$ cat src/rtl/fetch_controller.sv
// fetch_controller: owns the PC, fetches from a 32-word memory into a 1-entry buffer toward decode
module fetch_controller #(
  parameter int          MEM_DEPTH = 32,
  parameter logic [31:0] RESET_PC  = 32'h0000_0000,
  parameter logic [31:0] HALT_WORD = 32'hFFFF_FFFF
) (
  input  logic        clk,
  input  logic        rst_n,
  input  logic        start,
  output logic [31:0] readAddress,
  input  logic [31:0] instruction,
  output logic [31:0] inst_out,
  output logic [31:0] inst_pc,
  output logic        inst_valid,
  input  logic        inst_ready,
  input  logic        redirect,
  input  logic [31:0] redirect_pc,
  output logic        fault,
  output logic [1:0]  state_o,
  output logic [15:0] fetch_count
);
  localparam logic [31:0] PC_LIMIT = 32'(MEM_DEPTH * 4);

  typedef enum logic [1:0] {S_IDLE = 2'b00, S_FETCH = 2'b01, S_HALT = 2'b10} state_t;

  state_t      r_state, w_state_nxt;
  logic [31:0] r_pc, w_pc_nxt;
  logic [31:0] r_inst_out, w_inst_out_nxt;
  logic [31:0] r_inst_pc, w_inst_pc_nxt;
  logic        r_valid, w_valid_nxt;
  logic        r_fault, w_fault_nxt;
  logic [15:0] r_count, w_count_nxt;
  logic        w_legal, w_slot_free;
  logic [31:0] w_pc_inc;
  logic [15:0] w_count_inc;

  assign w_legal     = (redirect_pc[1:0] == 2'b00) && (redirect_pc < PC_LIMIT);
  assign w_slot_free = !r_valid || inst_ready;
  assign w_pc_inc    = (r_pc >= PC_LIMIT - 32'd4) ? 32'd0 : r_pc + 32'd4;
  assign w_count_inc = (r_count == 16'hFFFF) ? r_count : r_count + 16'd1;

  assign readAddress = r_pc;
  assign inst_out    = r_inst_out;
  assign inst_pc     = r_inst_pc;
  assign inst_valid  = r_valid;
  assign fault       = r_fault;
  assign state_o     = r_state;
  assign fetch_count = r_count;

  // Next-state and datapath decisions; a buffered word drains once decode accepts it
  always_comb begin
    w_state_nxt    = r_state;
    w_pc_nxt       = r_pc;
    w_inst_out_nxt = r_inst_out;
    w_inst_pc_nxt  = r_inst_pc;
    w_valid_nxt    = r_valid && !inst_ready;
    w_fault_nxt    = r_fault;
    w_count_nxt    = r_count;
    case (r_state)
      S_IDLE: begin
        w_pc_nxt    = (redirect && w_legal) ? redirect_pc : r_pc;
        w_state_nxt = start ? S_FETCH : S_IDLE;
      end
      S_FETCH: begin
        if (redirect) begin
          w_valid_nxt = 1'b0;
          w_pc_nxt    = w_legal ? redirect_pc : r_pc;
          w_fault_nxt = r_fault || !w_legal;
          w_state_nxt = w_legal ? S_FETCH : S_HALT;
        end else if (w_slot_free) begin
          w_inst_out_nxt = instruction;
          w_inst_pc_nxt  = r_pc;
          w_valid_nxt    = 1'b1;
          w_pc_nxt       = w_pc_inc;
          w_count_nxt    = w_count_inc;
          w_state_nxt    = (instruction == HALT_WORD) ? S_HALT : S_FETCH;
        end else begin
          w_valid_nxt = r_valid;
        end
      end
      S_HALT: begin
        if (start) begin
          w_pc_nxt    = RESET_PC;
          w_fault_nxt = 1'b0;
          w_count_nxt = 16'd0;
          w_valid_nxt = 1'b0;
          w_state_nxt = S_FETCH;
        end
      end
      default: w_state_nxt = S_IDLE;
    endcase
  end

  // FSM state register
  always_ff @(posedge clk or negedge rst_n) begin
    if (!rst_n) r_state <= S_IDLE;
    else        r_state <= w_state_nxt;
  end

  // PC, output buffer, fault flag and capture counter
  always_ff @(posedge clk or negedge rst_n) begin
    if (!rst_n) begin
      r_pc       <= RESET_PC;
      r_inst_out <= 32'd0;
      r_inst_pc  <= 32'd0;
      r_valid    <= 1'b0;
      r_fault    <= 1'b0;
      r_count    <= 16'd0;
    end else begin
      r_pc       <= w_pc_nxt;
      r_inst_out <= w_inst_out_nxt;
      r_inst_pc  <= w_inst_pc_nxt;
      r_valid    <= w_valid_nxt;
      r_fault    <= w_fault_nxt;
      r_count    <= w_count_nxt;
    end
  end
endmodule

$ cat config.mk
export PLATFORM = sky130hd
export DESIGN_NAME = fetch_controller
export DESIGN_NICKNAME = d
export VERILOG_FILES = /design/src/rtl/fetch_controller.sv
export SDC_FILE = /design/constraint.sdc
export NUM_CORES = 1
export LEC_CHECK = 0
export CORE_MARGIN = 8
export CORE_UTILIZATION = 49
export DETAILED_ROUTE_END_ITERATION = 10
export PLACE_DENSITY = 0.95
export SLEW_MARGIN = 20
export SYNTH_ARGS = -nofsm -noshare
export SYNTH_HDL_FRONTEND = slang
export SYNTH_SLANG_ARGS = --single-unit
$ cat constraint.sdc
create_clock -name clk -period 6.95 [get_ports clk]
set_input_delay 1.39 -clock clk [delete_from_list [all_inputs] [get_ports clk]]
set_output_delay 1.39 -clock clk [all_outputs]
set_load 0.02 [all_outputs]
; Word-level counts from Yosys, hierarchy flattened
; Index checks and enable logic that the tools add are counted.
[totals]
reg_bits = 116
latch_bits = 0
ramBits = 0
rom_bits = 0
inputBits = 69
output_inout_bits = 116
wordCells = 67
memories = 0
[op_classes]
n_addsub = 2
multipliers = 0
div = 0
order_cmp = 2
eq_ne = 12
n_shift = 0
n_mux = 26
bitwise_logic = 1
n_reduce_logical = 17
[ops]
columns = operator, count
row1 = $mux W32, 6
row2 = $pmux W32 S3, 1
row3 = $mux W16, 4
row4 = $add A32 B3 Y32 const B, 1
row5 = $eq A32 B32 Y1 const B, 1
row6 = $ge A32 B7 Y1 const B, 1
row7 = $lt A32 B8 Y1 const B, 1
row8 = $pmux W16 S2, 1
row9 = $add A16 B1 Y16 const B, 1
row10 = $eq A16 B16 Y1 const B, 1
row11 = $ne A2 B2 Y1 const B, 6
row12 = $mux W2, 5
row13 = $reduce_and A5 Y1, 2
row14 = $mux W1, 6
row15 = $ne A3 B3 Y1 const B, 2
row16 = $pmux W2 S3, 1
row17 = $reduce_and A3 Y1, 2
row18 = $logic_not A2 Y1, 2
row19 = $pmux W1 S2, 2
row20 = $logic_and A1 B1 Y1, 3
row21 = $logic_not A1 Y1, 3
row22 = $reduce_bool A3 Y1, 1
row23 = $eq A2 B1 Y1 const B, 1
row24 = $eq A2 B2 Y1 const B, 1
row25 = other kinds (4), 5

; Depth between registers and ports, before layout
[logic_depth]
word_depth = 6
mapped_depth = 10
depth_no_buf = 7

; Worst setup path after synthesis
; Ideal clock, no wire load.
[synth_timing]
path_type = input -> register
start = input redirect
end = register r_pc[2], in the netlist readAddress[2]
setup_ns = 0.125
arrival_ns = 2.814
required_time_ns = 6.825
path_slack_ns = 4.011
stages = 5
path_buffers = 0
cell_sequence = inv_2 > or4_4 > o31a_4 > nor2_2 > mux2_2
[synth_between]
elab_chain_len = 3
elab_cells_between_ends = 7
classes_between = 3 x eq/ne / 2 x mux / 2 x reduce/logical
[synth_lines]
columns = element, line
row1 = "start, declared", 16  ; input logic redirect,
row2 = $logic_and A1 B1 Y1, 61  ; w_pc_nxt = (redirect && w_legal) ? redirect_pc : r_pc;
row3 = $ne A2 B2 Y1 (no line), --
row4 = $reduce_and A5 Y1 (no line), --
row5 = "end signal, assigned", 110  ; r_pc <= w_pc_nxt;
row6 = "end, declared", 27  ; logic [31:0] r_pc, w_pc_nxt;
; Several ways; a longest one is shown, not always the timed one.
; A chain may end at the register's enable or synchronous reset.

; Worst setup path after layout
; Same ends and word-level chain as after synthesis.

==> results.md <==
- Required time of the critical path: 7.35 ns
- Portion of synthesized cell area occupied by the leading cell type: 0.541
- Worst Hold Launch: inst_pc[0]
- Worst Reg2Reg Path Length in Cells: 7
- Worst Setup Path Type: primary input to flip-flop
- First drt pass iteration count: 5
- Post-synthesis compound-gate area fraction: 0.130
- Worst hold slack across all endpoints: between 0.4 and 0.5 ns
- First-pass GRT wire length: around 27000 µm
- Number of resized instances in the post-cts repair step: 0
- Most repeated cell in the gate-level netlist after synthesis: sky130_fd_sc_hd__dfrtp_1
- Filler cell count: 718
- Power density over cell area: slightly above 500 nW/µm²
- Total power consumption of the routed design: 3990 µW
- Crit Path Max Fanout: 15
- Worst-margin pin slew: about 0.86 ns
- TritonCTS clock tree: built
- Ports: between 150 and 200
- Type of element capturing the critical path: flip-flop
- Remaining number of nets flagged by the antenna check after routing: 0
- Part of the power in combinational logic: 0.471
- Mapped Cells: 465
- Max VDD drop: between 0.0003 and 0.0004 V
- Endpoints failing hold: 0
- Hold Crit Endpoint: inst_pc[0]
- # DRC: 0
- Final Skew: 0.00581 ns
- Vias in the first global route: slightly below 5000
- Synthesized flop and latch total: 116
- Max Freq: between 200 and 300 MHz
- Number of placement rows: 38
- Area of the die: about 15000 µm²
- DPL Wire Length: around 13000 µm
- Number of hold-repair buffers added at the cts stage: 0
- Max-cap violations: 0
- Fraction of power consumed by the clock network: 0.223
- Final count of negative-setup-slack endpoints: 0
- Cell Chain, Critical Path: clkdlybuf4s50_1 > nand2b_1 > o21ai_1 > or2_0 > nor2_2 > mux2_2
- Reported net switching power: roughly 1500 µW
- CTS H-tree lvls: 4
- Average via count per standard cell: a little over 6
- Endpoint of the lowest-slack register-to-register path: readAddress[2]
- Die height: ~120 µm
- Number of enable-type register cells in the synthesized netlist: 0
- Number of logic stages on the critical path including buffering: 6
- Fin crit share: 0.484
- Delay of the slowest critical-path stage: ~0.71 ns
- WL final: roughly 17000 µm
- Arithmetic-cell share of the synthesized area counting full adders, half adders and majority gates: 0.0140
- Global-route usage over all layers: 0.236
- Mapped Nets: 540
- Net switching fraction of the power: 0.384
- Primary FF master, synth: sky130_fd_sc_hd__dfrtp_1
- Master cell of the clock root buffer: sky130_fd_sc_hd__clkbuf_8
- Detailed-route wire length per cell: 21.7 µm
- Overall overflow remaining after global route: 0
- Cts bufs inserted: 17
- Minimum clock period: 3.37 ns
- Normalized max-slew margin: 0.424
- XOR/XNOR share of the synthesized area: 0
- Post-route standard cell area excluding fillers: 7890 µm²
- Horizontal extent of the die: 121 µm
- RSZ-0062 raised after global routing: false
- Number of unique standard cell types used by synthesis: approximately 60
- Hold Path Depth: 2
- Setup slack of the worst register-to-register path: 4.11 ns
- Placed standard-cell area: roughly 7300 µm²
- Power share of the sequential group: 0.306
- Maximum number of pins on one net before global-route repair: just under 70
- Critical path buffers and inverters: 1
- Total of warnings raised by yosys: 0
- Total number of clock tree sinks: 116
- Area grow syn2layout: 47.2%
- Mean area per synthesized cell: 11.5 µm²
- Worst min-delay path category: flip-flop to flip-flop
- Fraction of registers with async set or reset after synthesis: 1.00
- Share of cell area taken by muxes after synthesis: 0.134
- Setup TNS: 0 ns
- Initial DRC Count: around 510
- Clock network latency to the later pin of the worst-skew pair: around 0.5 ns
- Cell with the largest stage delay on the worst path: sky130_fd_sc_hd__or2_0
- Area fraction in and, or, nand and nor cells after synthesis: 0.154
- Placeable core area: 10700 µm²
- Top cells by area, synth: sky130_fd_sc_hd__dfrtp_1 (54%), sky130_fd_sc_hd__mux2_2 (13%), sky130_fd_sc_hd__o21ai_0 (2.6%)
- Routability-driven placement congestion ratio: between 0.9 and 1
- Maximum count of clock buffers along a single path: 2
- Share of synthesized area occupied by flip-flops and latches: 0.541
- Family with the most delay on the worst path: simple AND/OR/NAND/NOR gates
- Internal cell power: roughly 2500 µW
- Source of the worst register-to-register timing path: state_o[0]
- Final-stage net count: ~700
- Static leakage: about 0.0033 µW
- Initial Util: 0.499
- Share of final-layout standard cells stronger than drive strength 1: 0.159
- Most instantiated cells after synthesis: sky130_fd_sc_hd__dfrtp_1 (116), sky130_fd_sc_hd__mux2_2 (62), sky130_fd_sc_hd__nand2_1 (36)
- Clk slew on worst S/H paths: approximately 0.06 ns
- Largest family of logic cells by synthesized area: simple AND/OR/NAND/NOR gates
- Count of vias placed by the detailed router: 4847
- Outcome: finished clean
- # port buffers: 184
- Post-CTS setup repair buffer count: 0
- Cell taking the most area after synthesis: sky130_fd_sc_hd__dfrtp_1
- Fin. max-slew vios: 0
- Critical path launch point type: primary input
- Combined area of all synthesized cells: 5360 µm²
- Worst Path Arrival: 3.76 ns
- Number of antenna violations at the first check in global routing: 0
- Inserted Diodes: 0
==> power groups by stage <==
stage	clock, µW	sequential (µW)	combinational [µW]
after floorplan	0	1500	750
after global placement	0	1200	1820
after detailed placement	0	1230	1880
after CTS	901	1220	1890
after global routing	933	1250	2000
final	889	1220	1880
==> cell families after synthesis <==
kind of cell / after synthesis
mux: 64
compound gates: 100
simple gates: 146
fa+ha+maj: 6
buf+inv: 33
flops: 116
==> worst max-delay path by stage <==
stage	end	startpoint
after floorplan	readAddress[2]	redirect
after global placement	readAddress[2]	redirect_pc[18]
after detailed placement	readAddress[0]	redirect
after CTS	readAddress[1]	redirect
after global routing	readAddress[27]	redirect
final	readAddress[2]	redirect
==> sequential cells by signal (all words and copies together) (netlist names) <==
signal       flops
state_o          2
readAddress     32
inst_valid       1
fault            1
fetch_count     16
inst_out        32
inst_pc         32
==> layout by cell type, fill, tap and decap left out, types with 3 or more instances in the layout <==
cell type	count
sky130_fd_sc_hd__a22o_1	13
sky130_fd_sc_hd__nand4b_1	3
sky130_fd_sc_hd__and2_1	5
sky130_fd_sc_hd__clkbuf_8	3
sky130_fd_sc_hd__bufinv_16	4
sky130_fd_sc_hd__and4_1	3
sky130_fd_sc_hd__a22oi_1	3
sky130_fd_sc_hd__nor4_1	16
sky130_fd_sc_hd__a31oi_1	4
sky130_fd_sc_hd__a21oi_1	16
sky130_fd_sc_hd__o22ai_1	3
sky130_fd_sc_hd__clkbuf_16	16
sky130_fd_sc_hd__nor2_1	15
sky130_fd_sc_hd__clkinv_2	5
sky130_fd_sc_hd__and3_1	5
sky130_fd_sc_hd__nor3_1	8
sky130_fd_sc_hd__nand4_1	20
sky130_fd_sc_hd__nand2b_1	4
sky130_fd_sc_hd__o31ai_1	7
sky130_fd_sc_hd__ha_1	6
sky130_fd_sc_hd__nand2_1	35
sky130_fd_sc_hd__nand3_1	12
sky130_fd_sc_hd__or3_1	3
sky130_fd_sc_hd__or4_1	6
sky130_fd_sc_hd__dfrtp_1	116
sky130_fd_sc_hd__mux2_2	62
sky130_fd_sc_hd__o21ai_0	28
sky130_fd_sc_hd__clkbuf_1	3
sky130_fd_sc_hd__inv_1	8
sky130_fd_sc_hd__clkdlybuf4s50_1	183
sky130_fd_sc_hd__buf_4	3
==> layer usage <==
layer / routed length, µm / GRT usage / vias to the layer above
met3: 1580 / 0.0853 / 24
met2: 8680 / 0.403 / 292
met5: 0 / 0 / -
li1: - / - / 2123
met4: 195 / 0.0570 / 0
met1: 6870 / 0.277 / 2408
==> tightest hold or removal path, delay by kind of cell (launching register included) <==
kind | cells | cell delay [ns]
flip-flops | 1 | 0.34
AO/OA/AOI/OAI | 1 | 0.06
AND/OR/NAND/NOR | 1 | 0.05
==> final cells by class <==
cell class,count,area (µm²),area share
tap,140,175,0.0222
inverter,9,33.8,0.00428
timing repair buffer,186,1850,0.235
clock inverter,10,154,0.0195
sequential,116,2900,0.368
clock buffer,22,453,0.0574
multi-input combinational,316,2320,0.294
==> per-stage QoR <==
step | worst slack, ns | cells | utilization
after floorplan | 4.01 | 465 | -
after global placement | 3.14 | 767 | 0.678
after detailed placement | 3.10 | 767 | 0.678
after CTS | 3.64 | 799 | 0.734
after global routing | 3.44 | 799 | 0.734
final | 3.58 | 799 | 0.734
(Power assumes the default switching activity.)
